File: config.mk
export PLATFORM = sky130hd
export DESIGN_NAME = booth_pp_sequencer
export DESIGN_NICKNAME = d
export VERILOG_FILES = /design/src/rtl/mul_pkg.sv /design/src/rtl/booth_encoder.sv /design/src/rtl/booth_pp_sequencer.sv
export SDC_FILE = /design/constraint.sdc
export NUM_CORES = 1
export LEC_CHECK = 0
export BUFFER_PORTS_ARGS = -buffer_cell sky130_fd_sc_hd__buf_2
export CAP_MARGIN = 20
export CORE_UTILIZATION = 30
export CTS_CLUSTER_SIZE = 10
export DETAILED_ROUTE_END_ITERATION = 10
export GPL_ROUTABILITY_DRIVEN = 0
export PLACE_DENSITY = 0.5
export SLEW_MARGIN = 20
export SYNTH_ARGS = -nofsm -noshare
export SYNTH_HDL_FRONTEND = slang
export SYNTH_SLANG_ARGS = --single-unit
File: constraint.sdc
create_clock -name clk -period 5.55 [get_ports clk]
set_input_delay 0.2775 -clock clk [delete_from_list [all_inputs] [get_ports clk]]
set_output_delay 0.2775 -clock clk [all_outputs]
set_load 0.1 [all_outputs]
File: src/rtl/mul_pkg.sv
// Shared types for the Booth multiplier: radix-16 digit selects, sequencer states
// and window-count helper.
package mul_pkg;

    localparam int unsigned BOOTH_WIN_BITS = 5;
    localparam int unsigned BOOTH_GUARD    = 4;

    typedef enum logic [3:0] {
        PP_0  = 4'd0,
        PP_A  = 4'd1,
        PP_2A = 4'd2,
        PP_3A = 4'd3,
        PP_4A = 4'd4,
        PP_5A = 4'd5,
        PP_6A = 4'd6,
        PP_7A = 4'd7,
        PP_8A = 4'd8
    } booth_sel_t;

    typedef enum logic [1:0] {
        IDLE    = 2'd0,
        PRECOMP = 2'd1,
        EMIT    = 2'd2
    } seq_state_t;

    function automatic int unsigned booth_nwin(input int unsigned width);
        return width / 4;
    endfunction

endpackage

File: src/rtl/booth_encoder.sv
// Radix-16 Booth digit encoder: 5-bit window {b3,b2,b1,b0,b_prev} -> |digit| select
// and sign. The all-ones window encodes zero with the sign bit still set.
module booth_encoder
    import mul_pkg::*;
(
    input  logic [BOOTH_WIN_BITS-1:0] win,
    output booth_sel_t                sel_c,
    output logic                      neg_c
);

    logic [3:0] sum;
    logic [3:0] mag;

    // digit = -8*w4 + 4*w3 + 2*w2 + w1 + w0; magnitude 0..8
    always_comb begin
        sum   = 4'(win[3:1]) + 4'(win[0]);
        mag   = win[4] ? 4'(4'd8 - sum) : sum;
        neg_c = win[4];
        sel_c = PP_0;
        case (mag)
            4'd1:    sel_c = PP_A;
            4'd2:    sel_c = PP_2A;
            4'd3:    sel_c = PP_3A;
            4'd4:    sel_c = PP_4A;
            4'd5:    sel_c = PP_5A;
            4'd6:    sel_c = PP_6A;
            4'd7:    sel_c = PP_7A;
            4'd8:    sel_c = PP_8A;
            default: sel_c = PP_0;
        endcase
    end

endmodule

File: src/rtl/booth_pp_sequencer.sv
// Sequential radix-16 Booth partial-product source: latches A/B, precomputes the
// multiples of A, then streams one (possibly inverted) PP per 4-bit window of B.
// Optional BOOTH_SKIP_ZERO_EN drops zero-digit windows except the final one.
module booth_pp_sequencer
    import mul_pkg::*;
#(
    parameter  int unsigned WIDTH = 16,
    localparam int unsigned NWIN  = booth_nwin(WIDTH),
    localparam int unsigned IW    = (NWIN > 1) ? $clog2(NWIN) : 1,
    localparam int unsigned PW    = WIDTH + BOOTH_GUARD
) (
    input  logic             clk,
    input  logic             rst,
    input  logic             in_valid,
    output logic             in_ready,
    input  logic [WIDTH-1:0] a_in,
    input  logic [WIDTH-1:0] b_in,
    output logic             pp_valid,
    input  logic             pp_ready,
    output logic [PW-1:0]    pp_out,
    output logic             pp_neg,
    output logic [IW-1:0]    pp_idx,
    output logic             pp_last
);

    seq_state_t state_q, state_d;

    logic [WIDTH-1:0] a_q, a_d;
    logic [WIDTH-1:0] b_q, b_d;
    logic [IW-1:0]    cnt_q, cnt_d;

    logic [PW-1:0] mult_q [1:8];
    logic [PW-1:0] mult_d [1:8];
    logic [PW-1:0] mult_c [1:8];
    logic [PW-1:0] msrc   [1:8];

    logic          pp_valid_d;
    logic [PW-1:0] pp_out_d;
    logic          pp_neg_d;
    logic [IW-1:0] pp_idx_d;
    logic          pp_last_d;

    logic [BOOTH_WIN_BITS-1:0] win_c;
    booth_sel_t                sel_c;
    logic                      neg_c;
    logic [PW-1:0]             mult_sel_c;
    logic [PW-1:0]             pp_data_c;
    logic                      last_win_c;
    logic                      skip_c;
    logic                      eval;
    logic [PW-1:0]             a_x;

    assign in_ready = (state_q == IDLE) && !rst;

    // Window i = {B[4i+3:4i], B[4i-1]} with an implicit zero below bit 0
    assign win_c      = BOOTH_WIN_BITS'({b_q, 1'b0} >> {cnt_q, 2'b00});
    assign last_win_c = (cnt_q == IW'(NWIN - 1));

    booth_encoder u_enc (
        .win   (win_c),
        .sel_c (sel_c),
        .neg_c (neg_c)
    );

    // Four guard bits make every multiple up to 8A exact for any signed A
    assign a_x = {{BOOTH_GUARD{a_q[WIDTH-1]}}, a_q};

    always_comb begin
        mult_c[1] = a_x;
        mult_c[2] = a_x << 1;
        mult_c[3] = (a_x << 1) + a_x;
        mult_c[4] = a_x << 2;
        mult_c[5] = (a_x << 2) + a_x;
        mult_c[6] = ((a_x << 1) + a_x) << 1;
        mult_c[7] = (a_x << 3) - a_x;
        mult_c[8] = a_x << 3;
    end

    // Window 0 is selected while the multiples are still being registered
    always_comb begin
        for (int k = 1; k <= 8; k++) begin
            msrc[k] = (state_q == PRECOMP) ? mult_c[k] : mult_q[k];
        end
    end

    always_comb begin
        mult_sel_c = '0;
        case (sel_c)
            PP_A:    mult_sel_c = msrc[1];
            PP_2A:   mult_sel_c = msrc[2];
            PP_3A:   mult_sel_c = msrc[3];
            PP_4A:   mult_sel_c = msrc[4];
            PP_5A:   mult_sel_c = msrc[5];
            PP_6A:   mult_sel_c = msrc[6];
            PP_7A:   mult_sel_c = msrc[7];
            PP_8A:   mult_sel_c = msrc[8];
            default: mult_sel_c = '0;
        endcase
    end

    assign pp_data_c = neg_c ? ~mult_sel_c : mult_sel_c;

`ifdef BOOTH_SKIP_ZERO_EN
    assign skip_c = (sel_c == PP_0) && !last_win_c;
`else
    assign skip_c = 1'b0;
`endif

    // State, operand, multiple and output registers
    always_ff @(posedge clk) begin
        if (rst) begin
            state_q  <= IDLE;
            a_q      <= '0;
            b_q      <= '0;
            cnt_q    <= '0;
            for (int k = 1; k <= 8; k++) begin
                mult_q[k] <= '0;
            end
            pp_valid <= 1'b0;
            pp_out   <= '0;
            pp_neg   <= 1'b0;
            pp_idx   <= '0;
            pp_last  <= 1'b0;
        end else begin
            state_q  <= state_d;
            a_q      <= a_d;
            b_q      <= b_d;
            cnt_q    <= cnt_d;
            mult_q   <= mult_d;
            pp_valid <= pp_valid_d;
            pp_out   <= pp_out_d;
            pp_neg   <= pp_neg_d;
            pp_idx   <= pp_idx_d;
            pp_last  <= pp_last_d;
        end
    end

    // Next-state and output-register loading
    always_comb begin
        state_d    = state_q;
        a_d        = a_q;
        b_d        = b_q;
        cnt_d      = cnt_q;
        mult_d     = mult_q;
        pp_valid_d = pp_valid;
        pp_out_d   = pp_out;
        pp_neg_d   = pp_neg;
        pp_idx_d   = pp_idx;
        pp_last_d  = pp_last;
        eval       = 1'b0;

        case (state_q)
            IDLE: begin
                if (in_valid) begin
                    a_d     = a_in;
                    b_d     = b_in;
                    cnt_d   = '0;
                    state_d = PRECOMP;
                end
            end
            PRECOMP: begin
                mult_d  = mult_c;
                state_d = EMIT;
                eval    = 1'b1;
            end
            EMIT: begin
                if (pp_valid && pp_ready && pp_last) begin
                    state_d    = IDLE;
                    pp_valid_d = 1'b0;
                    pp_last_d  = 1'b0;
                end else if (!pp_valid || pp_ready) begin
                    eval = 1'b1;
                end
            end
            default: state_d = IDLE;
        endcase

        // Either step past a zero window or present the current window
        if (eval) begin
            cnt_d = cnt_q + IW'(1);
            if (skip_c) begin
                pp_valid_d = 1'b0;
            end else begin
                pp_valid_d = 1'b1;
                pp_out_d   = pp_data_c;
                pp_neg_d   = neg_c;
                pp_idx_d   = cnt_q;
                pp_last_d  = last_win_c;
            end
        end
    end

endmodule

* Word-level counts from Yosys, hierarchy flattened
Memory sizes are Yosys's and may differ from the RTL's.
Cells that the tools add are included.
** Operators by class
- Add/sub/neg operators :: 6
- Eq/ne operators :: 13
- Shifts and indexed selects :: 1
- Mux-type cells :: 24
- Bitwise logic cells :: 1
- Reduce and logical (&&, ||, !) cells :: 15
** Operators with widths (count)
- 2-to-1 mux 20 bit :: 9
- one-hot mux 20 bit (8 select lines) :: 1
- NOT 20 bit :: 1
- subtractor 19 x 16 -> 20 bit :: 1
- adder 18 x 16 -> 19 bit :: 1
- adder 17 x 16 -> 18 bit :: 1
- right shift 17 x 4 -> 5 bit :: 1
- equality test 4 x 3 -> 1 bit, second input constant :: 4
- 2-to-1 mux 2 bit :: 5
- equality test 4 x 2 -> 1 bit, second input constant :: 2
- AND reduction 2 bit :: 4
- nonzero test 2 bit :: 4
- 2-to-1 mux 1 bit :: 6
- one-hot mux 2 bit (3 select lines) :: 1
- adder 3 x 1 -> 4 bit :: 1
- equality test 2 bit, second input constant :: 2
- equality test 4 x 1 -> 1 bit, second input constant :: 1
- equality test 4 bit, second input constant :: 1
- 2-to-1 mux 4 bit :: 1
- inequality test 2 bit, second input constant :: 2
- subtractor 4 bit, first input constant :: 1
- logical AND 1 bit :: 3
- adder 2 x 1 -> 2 bit, second input constant :: 1
- equality test 2 x 1 -> 1 bit, second input constant :: 1
- 4 further kinds :: 5
** Storage, ports and cells
- Register bits after elaboration :: 204
- Bits in read-only memories :: 64
- Bits of input ports :: 36
- Output and inout port bits :: 26
- Memories kept :: 1
** Memory list
- (name not given) :: words 16, width 4, rd ports 1, clocked after Yosys merged registers in 0, write ports 0, RTL line booth_encoder.sv:20 : case (mag)

* Logic depth before layout (Yosys ltp)
Gate-level depths: netlist (run 1).
An unclocked memory read counts as a cell.
- Depth after elaboration :: 9
- Gate-level depth with buffers :: 17
- Depth with buffers taken out :: 15

* Modules after synthesis
From an unflattened synthesis (run 1), not the netlist that was laid out.
** Second synthesis, totals
- Cell total of the unflattened synthesis :: 1078
- Area total of the unflattened synthesis :: 8535.7 um2
** By module, submodules not included
- booth_pp_sequencer :: instances 1, cells an instance 1060, area each 8396.8 um2, sequential area each 2542.4 um2
- booth_encoder :: instances 1, cells an instance 18, area each 138.9 um2, sequential area each 0.0 um2

* Worst setup path before layout (run 1)
Ideal clock, no wire load.
- Path kind :: register -> register
- Start point :: register cnt_q[0]
- End point :: register pp_out[6]
- Setup time :: 116 ps
- Arrival time :: 3982 ps
- Slack :: 1452 ps
- Cell stages (with the launch flop) :: 15
- Path buffers :: 3
- Cell sequence :: dfxtp_1 -> buf_6 -> mux4_1 -> ha_1 -> clkbuf_1 -> inv_1 -> ha_1 -> mux2i_1 -> nor2_1 -> nand2_1 -> clkbuf_1 -> o221ai_1 -> nor4_1 -> mux2_2 -> a31o_2
** Between the ends
- Cells in the longest elaborated chain, start to end :: 9
- Elaborated cells between the ends (all ways) :: 16
- Classes of those cells :: 2 x add/sub; 8 x eq/ne; 1 x shift; 3 x mux; 1 x bitwise; 1 x memory
** RTL lines
- from (decl) :: RTL line booth_pp_sequencer.sv:30 : logic [IW-1:0] cnt_q, cnt_d;
- from (signal assigned) :: RTL line booth_pp_sequencer.sv:128 : cnt_q <= cnt_d;
- right shift 17 x 4 -> 5 bit (*) :: RTL line booth_pp_sequencer.sv:56 : assign win_c = BOOTH_WIN_BITS'({b_q, 1'b0} >> {cnt_q, 2'b00});
- adder 3 x 1 -> 4 bit :: RTL line booth_encoder.sv:16 : sum = 4'(win[3:1]) + 4'(win[0]);
- subtractor 4 bit :: RTL line booth_encoder.sv:17 : mag = win[4] ? 4'(4'd8 - sum) : sum;
- 2-to-1 mux 4 bit :: RTL line booth_encoder.sv:17
- memory (16 x 4 bit)
- equality test 4 bit, or another cell as far along :: RTL line booth_pp_sequencer.sv:88 : case (sel_c)
- one-hot mux 20 bit (8 select lines) :: RTL line booth_pp_sequencer.sv:88
- NOT 20 bit :: RTL line booth_pp_sequencer.sv:101 : assign pp_data_c = neg_c ? ~mult_sel_c : mult_sel_c;
- 2-to-1 mux 20 bit (*) :: RTL line booth_pp_sequencer.sv:101
- to (signal assigned) :: RTL line booth_pp_sequencer.sv:131 : pp_out <= pp_out_d;
- to (decl) :: RTL line booth_pp_sequencer.sv:20 : output logic [PW-1:0] pp_out,
Mark *: on every way between the ends. The rest lies on a longest branch, timed or not.
A chain may end at the register's enable or synchronous reset.

* Final worst setup path (run 1)
- Start point :: register cnt_q[0]
- End point :: register pp_out[8]
Same word-level chain as after synthesis.

==> impl_metrics.py, run 1 <==
metrics = {
    "cts": {
        "cts_setup_buffers": 0,
        "clk_latency_ns": 0.43,
        "cts_tree": "done",
        "cts_hold_buf": 0,
        "clock-sinks": 127,
        "root_buffer": "clkbuf_16",
        "cts_resized": 0,
        "clk_pin_slew_ns": 0.06,
        "h-tree-depth": 4,
        "clock_path_buffers": 2,
        "numCtsBuffers": 17,
    },
    "layout": {
        "finalNetCount": 1189,
        "final_common_cell": "nor2_1",
        "final_cell_mix": "nor2_1 (134), nand2_1 (131), dfxtp_1 (127), a21oi_1 (101), buf_2 (60)",
        "layout.cells.non_filler": 1482,
        "antenna_cells": 0,
        "drive_above_1_share_pct": 13.4,
        "fin_area_um2": 9620,
        "area_delta_synth_final_pct": 15.0,
    },
    "setup_path": {
        "reg2reg_depth": 12,
        "required_ns": 5.86,
        "timing.rr.start": "cnt_q[0]",
        "path_class": "register to register",
        "startpoint_type": "register",
        "cp-end-kind": "register",
        "cp_data_arrival_time_ns": 4.98,
        "worst-r2r-setup-slack_ns": 0.88,
        "r2r-end": "pp_out[8]",
        "critPathMaxFanout": 12,
    },
    "floorplan": {
        "row_count": 60,
        "ios": 62,
        "die_w_um": 169,
        "die-area_um2": 28600,
        "fp.dieH_um": 169,
        "core_um2": 27200,
        "initial_core_util_pct": 30.8,
    },
    "sta": {
        "worst_pin_slew_ns": 0.835,
        "maxSlewViolCount": 0,
        "rsz0062_at_grt": "false",
        "setup_viol": 0,
        "fin_skew_ns": 0.0188,
        "hold_viol": 0,
        "fin_ws_ns": 0.877,
        "slew_headroom_pct": 43.8,
        "period_minus_slack_ns": 4.67,
        "setup_tns_ns": 0,
        "post-route-period-util_pct": 84.2,
        "fmax_ghz": 0.214,
    },
    "synth": {
        "synth_cell_types": 79,
        "ys_top_cells_by_area": "dfxtp_1 (30%), ha_1 (8.1%), a21oi_1 (6.0%)",
        "synth_nets": 1149,
        "synth_edf_count": 0,
        "ys_seq_area_share_pct": 30.4,
        "synth_top_area_share_pct": 30.4,
        "syn_avg_cell_area_um2": 7.92,
        "yosysTopAreaCell": "dfxtp_1",
        "ys_ff_latch": 127,
        "synthesis.area_um2": 8370,
        "synthArstFlopShare_pct": 0,
        "synth_warnings": 0,
        "syn_inst": 1057,
        "synth_flop_cell": "dfxtp_1",
    },
    "detailed_routing": {
        "routed_wl_um": 27700,
        "dr_total_vias": 7988,
        "vias_per_cell": 5.39,
        "drc": 0,
        "postRouteAntennaNets": 0,
        "first_iter_violations": 601,
        "routedWlPerCell_um": 18.7,
        "first_pass_iters": 7,
    },
    "place": {
        "place_area_um2": 9030,
        "port_buffers": 61,
        "preCtsSetupSlack_ns": 1.04,
        "dp.cells": 1450,
        "hpwl_um": 19900,
    },
    "outcome": {
        "status": "completed",
    },
    "grt": {
        "grt_usage_pct": 19.8,
        "grt.overflow.total": 0,
        "grt_pass1_vias": 7537,
        "grt_pass1_wl_um": 43300,
        "grt_antenna_before_repair": 0,
        "grt_max_degree": 59,
    },
    "power_and_ir_drop": {
        "vdd_ir_drop_max_uv": 222,
        "p_leak_uw": 0.00384,
        "p_per_area_nw_per_um2": 383,
    },
    "min_path": {
        "min_from": "a_in[4]",
        "hp-class": "primary input to register",
        "min_path_cells": 3,
        "whs_endpoint": "a_q[4]",
    },
    "flow_run": {
        "maxCapViolations": 0,
    },
}
==> metal layers <==
metal | vias up | part of all wire [%] | GRT usage [%]
li1 | 3915 | - | -
met1 | 3814 | 47 | 27.2
met2 | 231 | 46 | 32.4
met3 | 28 | 5.1 | 2.81
met4 | 0 | 1.4 | 5.09
met5 | - | 0 | 0
==> logic make-up after synthesis <==
| logic type | count (synthesis) | share of synthesized area, % |
|---|---|---|
| and+or+nand+nor | 399 | 22.3 |
| AOI/OAI and AO/OA | 296 | 23.1 |
| DFF | 127 | 30.4 |
| buffers and inverters | 90 | 4.47 |
| muxes | 60 | 8.13 |
| adders and majority gates | 56 | 8.55 |
| xor gates and xnor gates | 29 | 3.04 |
==> per-stage QoR <==
stage | power [uW] | util (%) | hold WS (ns)
3_3_place_gp | 2550 | 33.2 | 0.443
4_1_cts | 3700 | 35.4 | 0.0722
3_5_place_dp | 2550 | 33.2 | 0.449
2_1_floorplan | 2150 | - | 0.413
5_1_grt | 3890 | 35.4 | 0.0788
6_report | 3680 | 35.4 | 0.0825
==> sequential cells by signal, indices dropped and copies added (netlist names) <==
register  count
pp_out       20
pp_neg        1
pp_idx        2
a_q          16
pp_valid      1
b_q          16
cnt_q         2
mult_q       66
state_q       2
pp_last       1
==> critical path, cell delays in order (launching register included) <==
cell      delay, ns
dfxtp_1        0.55
mux4_1         0.60
ha_1           0.54
inv_1          0.18
ha_1           0.22
nand2b_1       0.17
xnor2_1        0.50
nor2_1         0.18
nand2_1        0.40
o22ai_1        0.16
or4_4          0.43
o31a_1         0.29
a311o_1        0.32
==> synthesized netlist by cell type, types with 6 or more instances <==
library cell,count
a21o_1,17
and3_1,10
a211oi_1,17
nor3_1,21
a31oi_1,8
o21a_1,7
dfxtp_1,127
mux2i_1,41
xnor2_1,22
nand3_1,21
ha_1,54
inv_1,32
clkbuf_1,42
or3_1,15
o21ai_0,41
and2_1,7
mux2_2,14
nand2b_1,6
a31o_2,6
nand2_1,131
xor2_1,7
o22ai_1,20
buf_1,8
o211ai_1,6
o221ai_1,7
nor2b_1,17
a21oi_1,101
nor2_1,134
==> final cells by class <==
cell class | instances | area (um^2)
multi-input combinational | 840 | 5470
clock buffer | 18 | 439
sequential | 127 | 2540
timing repair buffer | 78 | 435
clock inverter | 14 | 143
fill | 2929 | 17600
tap | 372 | 465
inverter | 33 | 124
==> power by group <==
group	leakage (uW)	internal (uW)	switching, uW
registers	0.00103	1030	84.0
logic	0.00253	478	961
clock network	0.000282	672	462
total	0.00384	2180	1510
==> how the worst max path moves through the flow <==
| stage | startpoint | endpoint | slack [ns] | depth (start not counted) |
|---|---|---|---|---|
| 3_3_place_gp | cnt_q[0] | pp_out[8] | 1.14 | 12 |
| 5_1_grt | cnt_q[0] | pp_out[8] | 0.68 | 12 |
| 6_report | cnt_q[0] | pp_out[8] | 0.88 | 12 |
| 4_1_cts | cnt_q[0] | pp_out[8] | 1.01 | 12 |
| 3_5_place_dp | cnt_q[0] | pp_out[8] | 1.04 | 12 |
| 2_1_floorplan | cnt_q[0] | pp_out[6] | 1.45 | 14 |
Power figures use the tool's default switching activity.
==> run 2: changes to the inputs <==
ABC_AREA = 1   (was not set)
PLACE_DENSITY = 0.51   (was 0.5)
clock period = 4.1 ns   (was 5.55 ns; I/O delays follow)
==> impl_metrics.py, run 2 <==
metrics = {
    "setup_path": {
        "path_class": "register to register",
        "critPathMaxFanout": 24,
        "slowest_stage": "dfxtp_1",
        "path_common_cell": "nand2_1",
        "crit_buf_inv": 4,
        "required_ns": 4.41,
        "cp-end-kind": "register",
        "critical_path.top_delay_family": "simple AND/OR/NAND/NOR gates",
        "crit_chain": "inv_4 -> o21ai_0 -> o22ai_1 -> ha_1 -> inv_1 -> ha_1 -> o21ai_2 -> buf_4 -> inv_2 -> nor2_4 -> nand3_1 -> nand2_1 -> nor2_1 -> nand2_1 -> nand3_1 -> nand2_1 -> nor2_1",
        "cp_data_arrival_time_ns": 3.83,
        "startpoint_type": "register",
        "max_stage_delay_ns": 0.57,
    },
    "min_path": {
        "hp-class": "primary input to register",
    },
    "detailed_routing": {
        "routed_wl_um": 31400,
        "first_pass_iters": 5,
        "drc": 0,
        "routedWlPerCell_um": 15.3,
        "first_iter_violations": 549,
        "dr_total_vias": 9728,
        "vias_per_cell": 4.75,
        "postRouteAntennaNets": 0,
    },
    "synth": {
        "synth.most_common_cell": "nand2_1",
        "yosysTopAreaCell": "dfxtp_1",
        "synth_warnings": 0,
        "synth_top_cells_by_count": "nand2_1 (527), inv_1 (202), nor2_1 (184)",
        "ys_seq_area_share_pct": 26.5,
        "synth_flop_cell": "dfxtp_1",
        "synth_edf_count": 0,
        "synthesis.area_um2": 9600,
        "synthArstFlopShare_pct": 0,
        "ys_ff_latch": 127,
        "syn_avg_cell_area_um2": 5.99,
        "syn_inst": 1602,
        "synth_cell_types": 46,
        "synth_nets": 1694,
        "synth_top_area_share_pct": 26.5,
        "ys_top_cells_by_area": "dfxtp_1 (26%), nand2_1 (21%), inv_1 (7.9%)",
    },
    "grt": {
        "grt_max_degree": 97,
        "grt.overflow.total": 0,
        "grt_antenna_before_repair": 0,
        "grt_pass1_vias": 9126,
        "grt_pass1_wl_um": 50000,
        "grt_usage_pct": 19.5,
    },
    "layout": {
        "final_common_cell": "nand2_1",
        "antenna_cells": 0,
        "largest_register": "mult_q",
        "area_delta_synth_final_pct": 11.5,
        "fillCellCount": 3471,
        "final_cell_mix": "nand2_1 (527), inv_1 (201), nor2_1 (184), nand3_1 (147), dfxtp_1 (127)",
        "ff_latch_area_um2": 2540,
        "finalNetCount": 1723,
        "utilization_pct": 34.0,
        "drive_above_1_share_pct": 9.49,
        "top_regs": "mult_q x66, pp_out x20",
        "fin_area_um2": 10700,
        "largest_reg_flops": 66,
        "multiInputGateArea_um2": 5880,
    },
    "cts": {
        "cts_hold_buf": 0,
        "clk_latency_ns": 0.43,
        "cts_tree": "done",
        "clock_path_buffers": 2,
        "cts_setup_buffers": 0,
        "h-tree-depth": 4,
        "numCtsBuffers": 17,
        "root_buffer": "clkbuf_16",
        "cts_resized": 0,
        "clk_pin_slew_ns": 0.07,
        "clock-sinks": 127,
    },
    "sta": {
        "setup_viol": 0,
        "fin_skew_ns": 0.0124,
        "fmax_ghz": 0.285,
        "slew_headroom_pct": 32.9,
        "maxSlewViolCount": 0,
        "worst_pin_slew_ns": 1.00,
        "hold_viol": 0,
        "rsz0062_at_grt": "false",
        "period_minus_slack_ns": 3.51,
        "post-route-period-util_pct": 85.7,
        "setup_tns_ns": 0,
    },
    "floorplan": {
        "core_um2": 31500,
        "ios": 62,
        "initial_core_util_pct": 30.5,
        "fp.dieH_um": 181,
        "row_count": 65,
        "die-area_um2": 32700,
        "die_w_um": 181,
    },
    "power_and_ir_drop": {
        "p_leak_uw": 0.00558,
        "vdd_ir_drop_max_uv": 495,
        "p_per_area_nw_per_um2": 909,
    },
    "place": {
        "place_area_um2": 10100,
        "hpwl_um": 23700,
        "port_buffers": 61,
    },
    "flow_run": {
        "maxCapViolations": 0,
    },
    "outcome": {
        "status": "completed",
    },
}
==> run 2: cell type report <==
| class | instances | share of cell area (%) |
|---|---|---|
| clock inverter | 14 | 1.27 |
| multi-input combinational | 1200 | 54.9 |
| clock buffer | 18 | 4.01 |
| inverter | 214 | 7.65 |
| timing repair buffer | 71 | 3.67 |
| sequential | 127 | 23.8 |
| tap | 402 | 4.70 |
==> run 2: worst paths after layout <==
| path | end | start | slack, ns | cells after the start |
|---|---|---|---|---|
| worst min register to register | mult_q[30] | mult_q[30] | 0.47 | 2 |
| worst min-delay path | b_q[10] | b_in[10] | 0.02 | 3 |
| worst max-delay path | pp_out[6] | cnt_q[0] | 0.59 | 17 |
| worst max register to register | pp_out[6] | cnt_q[0] | 0.59 | 17 |
==> run 2: cell families after synthesis <==
logic type,Yosys count,share of synthesized area (%)
and+or+nand+nor,939,42.1
buffers and inverters,275,12.3
AOI/OAI and AO/OA,192,10.5
DFF,127,26.5
adders and majority gates,56,7.46
xor gates and xnor gates,12,1.10
muxes,1,0.104
==> run 2: layer usage <==
layer | global-route usage (%) | vias to the layer above | share of wire (%)
met4 | 5.09 | 0 | 1.6
met3 | 2.50 | 37 | 3.2
met1 | 24.7 | 4392 | 46
met2 | 34.7 | 189 | 49
met5 | 0 | - | 0
li1 | - | 5110 | -
==> run 2: power breakdown <==
part	internal, uW	switching (uW)
clock network	844	647
logic	1670	4640
registers	1660	278
==> run 2: through the flow <==
stage               hold slack, ns  total power, uW  cells  setup slack [ns]
global placement             0.459             8240   2014             0.750
global route                0.0327            10600   2046             0.255
detailed placement           0.464             8270   2014             0.628
finish                      0.0222             9730   2046             0.586
floorplan                    0.372             6830   1602              1.36
CTS                         0.0183             9790   2046             0.601
==> run 2: worst reg2reg max path, delay by kind of cell, from the launching register on <==
kind,cells,cell delay [ns]
and+or+nand+nor,8,1.13
buffers and inverters,4,0.55
adders and majority gates,2,0.70
DFF,1,0.57
AOI/OAI and AO/OA,3,0.44
==> run 3: changes to the inputs <==
PLACE_DENSITY = not set   (was 0.51)
PLACE_DENSITY_LB_ADDON = 0.25   (was not set)
==> impl_metrics.py, run 3 (synthesized netlist as in run 2, its figures left out) <==
metrics = {
    "sta": {
        "rsz0062_at_grt": "false",
        "setup_tns_ns": 0,
        "period_minus_slack_ns": 3.51,
        "worst_hold_slack_ns": 0.0174,
        "slew_headroom_pct": 27.3,
        "maxSlewViolCount": 0,
        "fmax_ghz": 0.285,
        "worst_pin_slew_ns": 1.09,
        "fin_skew_ns": 0.00955,
        "setup_viol": 0,
        "hold_viol": 0,
        "post-route-period-util_pct": 85.5,
        "fin_ws_ns": 0.593,
    },
    "place": {
        "port_buffers": 61,
        "hpwl_um": 23300,
        "preCtsSetupSlack_ns": 0.621,
        "dp.cells": 2012,
    },
    "setup_path": {
        "startpoint_type": "register",
        "max_stage_delay_ns": 0.56,
        "cp_data_arrival_time_ns": 3.83,
        "path_class": "register to register",
        "slowest_stage": "dfxtp_1",
        "crit_chain": "inv_4 -> o21ai_0 -> o22ai_1 -> ha_1 -> inv_1 -> ha_1 -> o21ai_2 -> buf_4 -> inv_2 -> nor2_4 -> nand3_1 -> nand2_1 -> nor2_1 -> nand2_1 -> nand2_1 -> nor2_1 -> nor2_1",
        "critPathMaxFanout": 24,
        "cp-end-kind": "register",
        "required_ns": 4.42,
    },
    "grt": {
        "grt_antenna_before_repair": 0,
        "grt.overflow.total": 0,
        "grt_pass1_wl_um": 50100,
        "grt_max_degree": 97,
        "grt_pass1_vias": 9383,
        "grt_usage_pct": 19.4,
    },
    "layout": {
        "largest_register": "mult_q",
        "final_cell_mix": "nand2_1 (527), inv_1 (202), nor2_1 (184), nand3_1 (147), dfxtp_1 (127)",
        "largest_reg_flops": 66,
        "layout.cells.non_filler": 2044,
        "antenna_cells": 0,
        "drive_above_1_share_pct": 9.38,
        "finalNetCount": 1721,
        "final_common_cell": "nand2_1",
        "top_regs": "mult_q x66, pp_out x20",
        "fillCellCount": 3479,
        "area_delta_synth_final_pct": 11.1,
    },
    "floorplan": {
        "core_um2": 31500,
        "initial_core_util_pct": 30.5,
        "row_count": 65,
        "ios": 62,
        "fp.dieH_um": 181,
        "die_w_um": 181,
        "die-area_um2": 32700,
    },
    "outcome": {
        "status": "completed",
    },
    "cts": {
        "cts_resized": 0,
        "numCtsBuffers": 17,
        "cts_hold_buf": 0,
        "clock-sinks": 127,
        "root_buffer": "clkbuf_16",
        "cts_tree": "done",
        "h-tree-depth": 4,
        "cts_setup_buffers": 0,
        "clk_pin_slew_ns": 0.07,
        "clock_path_buffers": 2,
        "clk_latency_ns": 0.43,
    },
    "detailed_routing": {
        "first_iter_violations": 628,
        "postRouteAntennaNets": 0,
        "routedWlPerCell_um": 15.1,
        "dr_total_vias": 9717,
        "first_pass_iters": 7,
        "vias_per_cell": 4.75,
        "drc": 0,
        "routed_wl_um": 30800,
    },
    "power_and_ir_drop": {
        "total_power_uw": 9630,
        "vdd_ir_drop_max_uv": 641,
        "p_per_area_nw_per_um2": 903,
        "p_leak_uw": 0.00556,
    },
    "flow_run": {
        "maxCapViolations": 0,
    },
    "min_path": {
        "hp-class": "primary input to register",
    },
}
-- run 3: worst max-delay path: cells and delay by family (launching register included) --
kind,cells,cell delay (ns)
AOI/OAI and AO/OA,3,0.44
adders and majority gates,2,0.70
buffers and inverters,4,0.54
DFF,1,0.56
and+or+nand+nor,8,1.13
-- run 3: per-stage QoR --
step | utilization (%) | instance area [um^2]
5_1_grt | 33.9 | 10700
3_5_place_dp | 32.2 | 10100
2_1_floorplan | - | 9600
6_report | 33.9 | 10700
3_3_place_gp | 32.2 | 10100
4_1_cts | 33.9 | 10700
-- run 3: per-layer routing --
metal  up-vias  global-route usage (%)  wire (um)
met1      4373                    24.8      14100
met5         -                       0          0
met2       193                    34.0      14900
met3        42                    2.08       1110
li1       5109                       -          -
met4         0                    6.53        714
-- run 3: worst paths after layout --
kind,endpoint,cells after the start,slack [ns],from
worst max-delay path,pp_out[5],17,0.59,cnt_q[0]
worst max register to register,pp_out[5],17,0.59,cnt_q[0]
worst min-delay path,b_q[11],3,0.02,b_in[11]
worst min register to register,mult_q[116],2,0.47,mult_q[116]
-- run 3: where the power goes --
group / total [uW] / switching (uW) / internal, uW / leakage (uW)
logic: 6260 / 4610 / 1660 / 0.00427
registers: 1950 / 299 / 1660 / 0.00104
clock network: 1410 / 633 / 779 / 0.000247
-- run 3: cell type report --
class,instances,area [um^2],share of cell area (%)
Timing Repair Buffer,69,378,3.54
Tap cell,402,503,4.72
Clock buffer,18,429,4.03
Inverter,214,818,7.68
Clock inverter,14,110,1.03
Multi-Input combinational cell,1200,5880,55.2
Sequential cell,127,2540,23.8
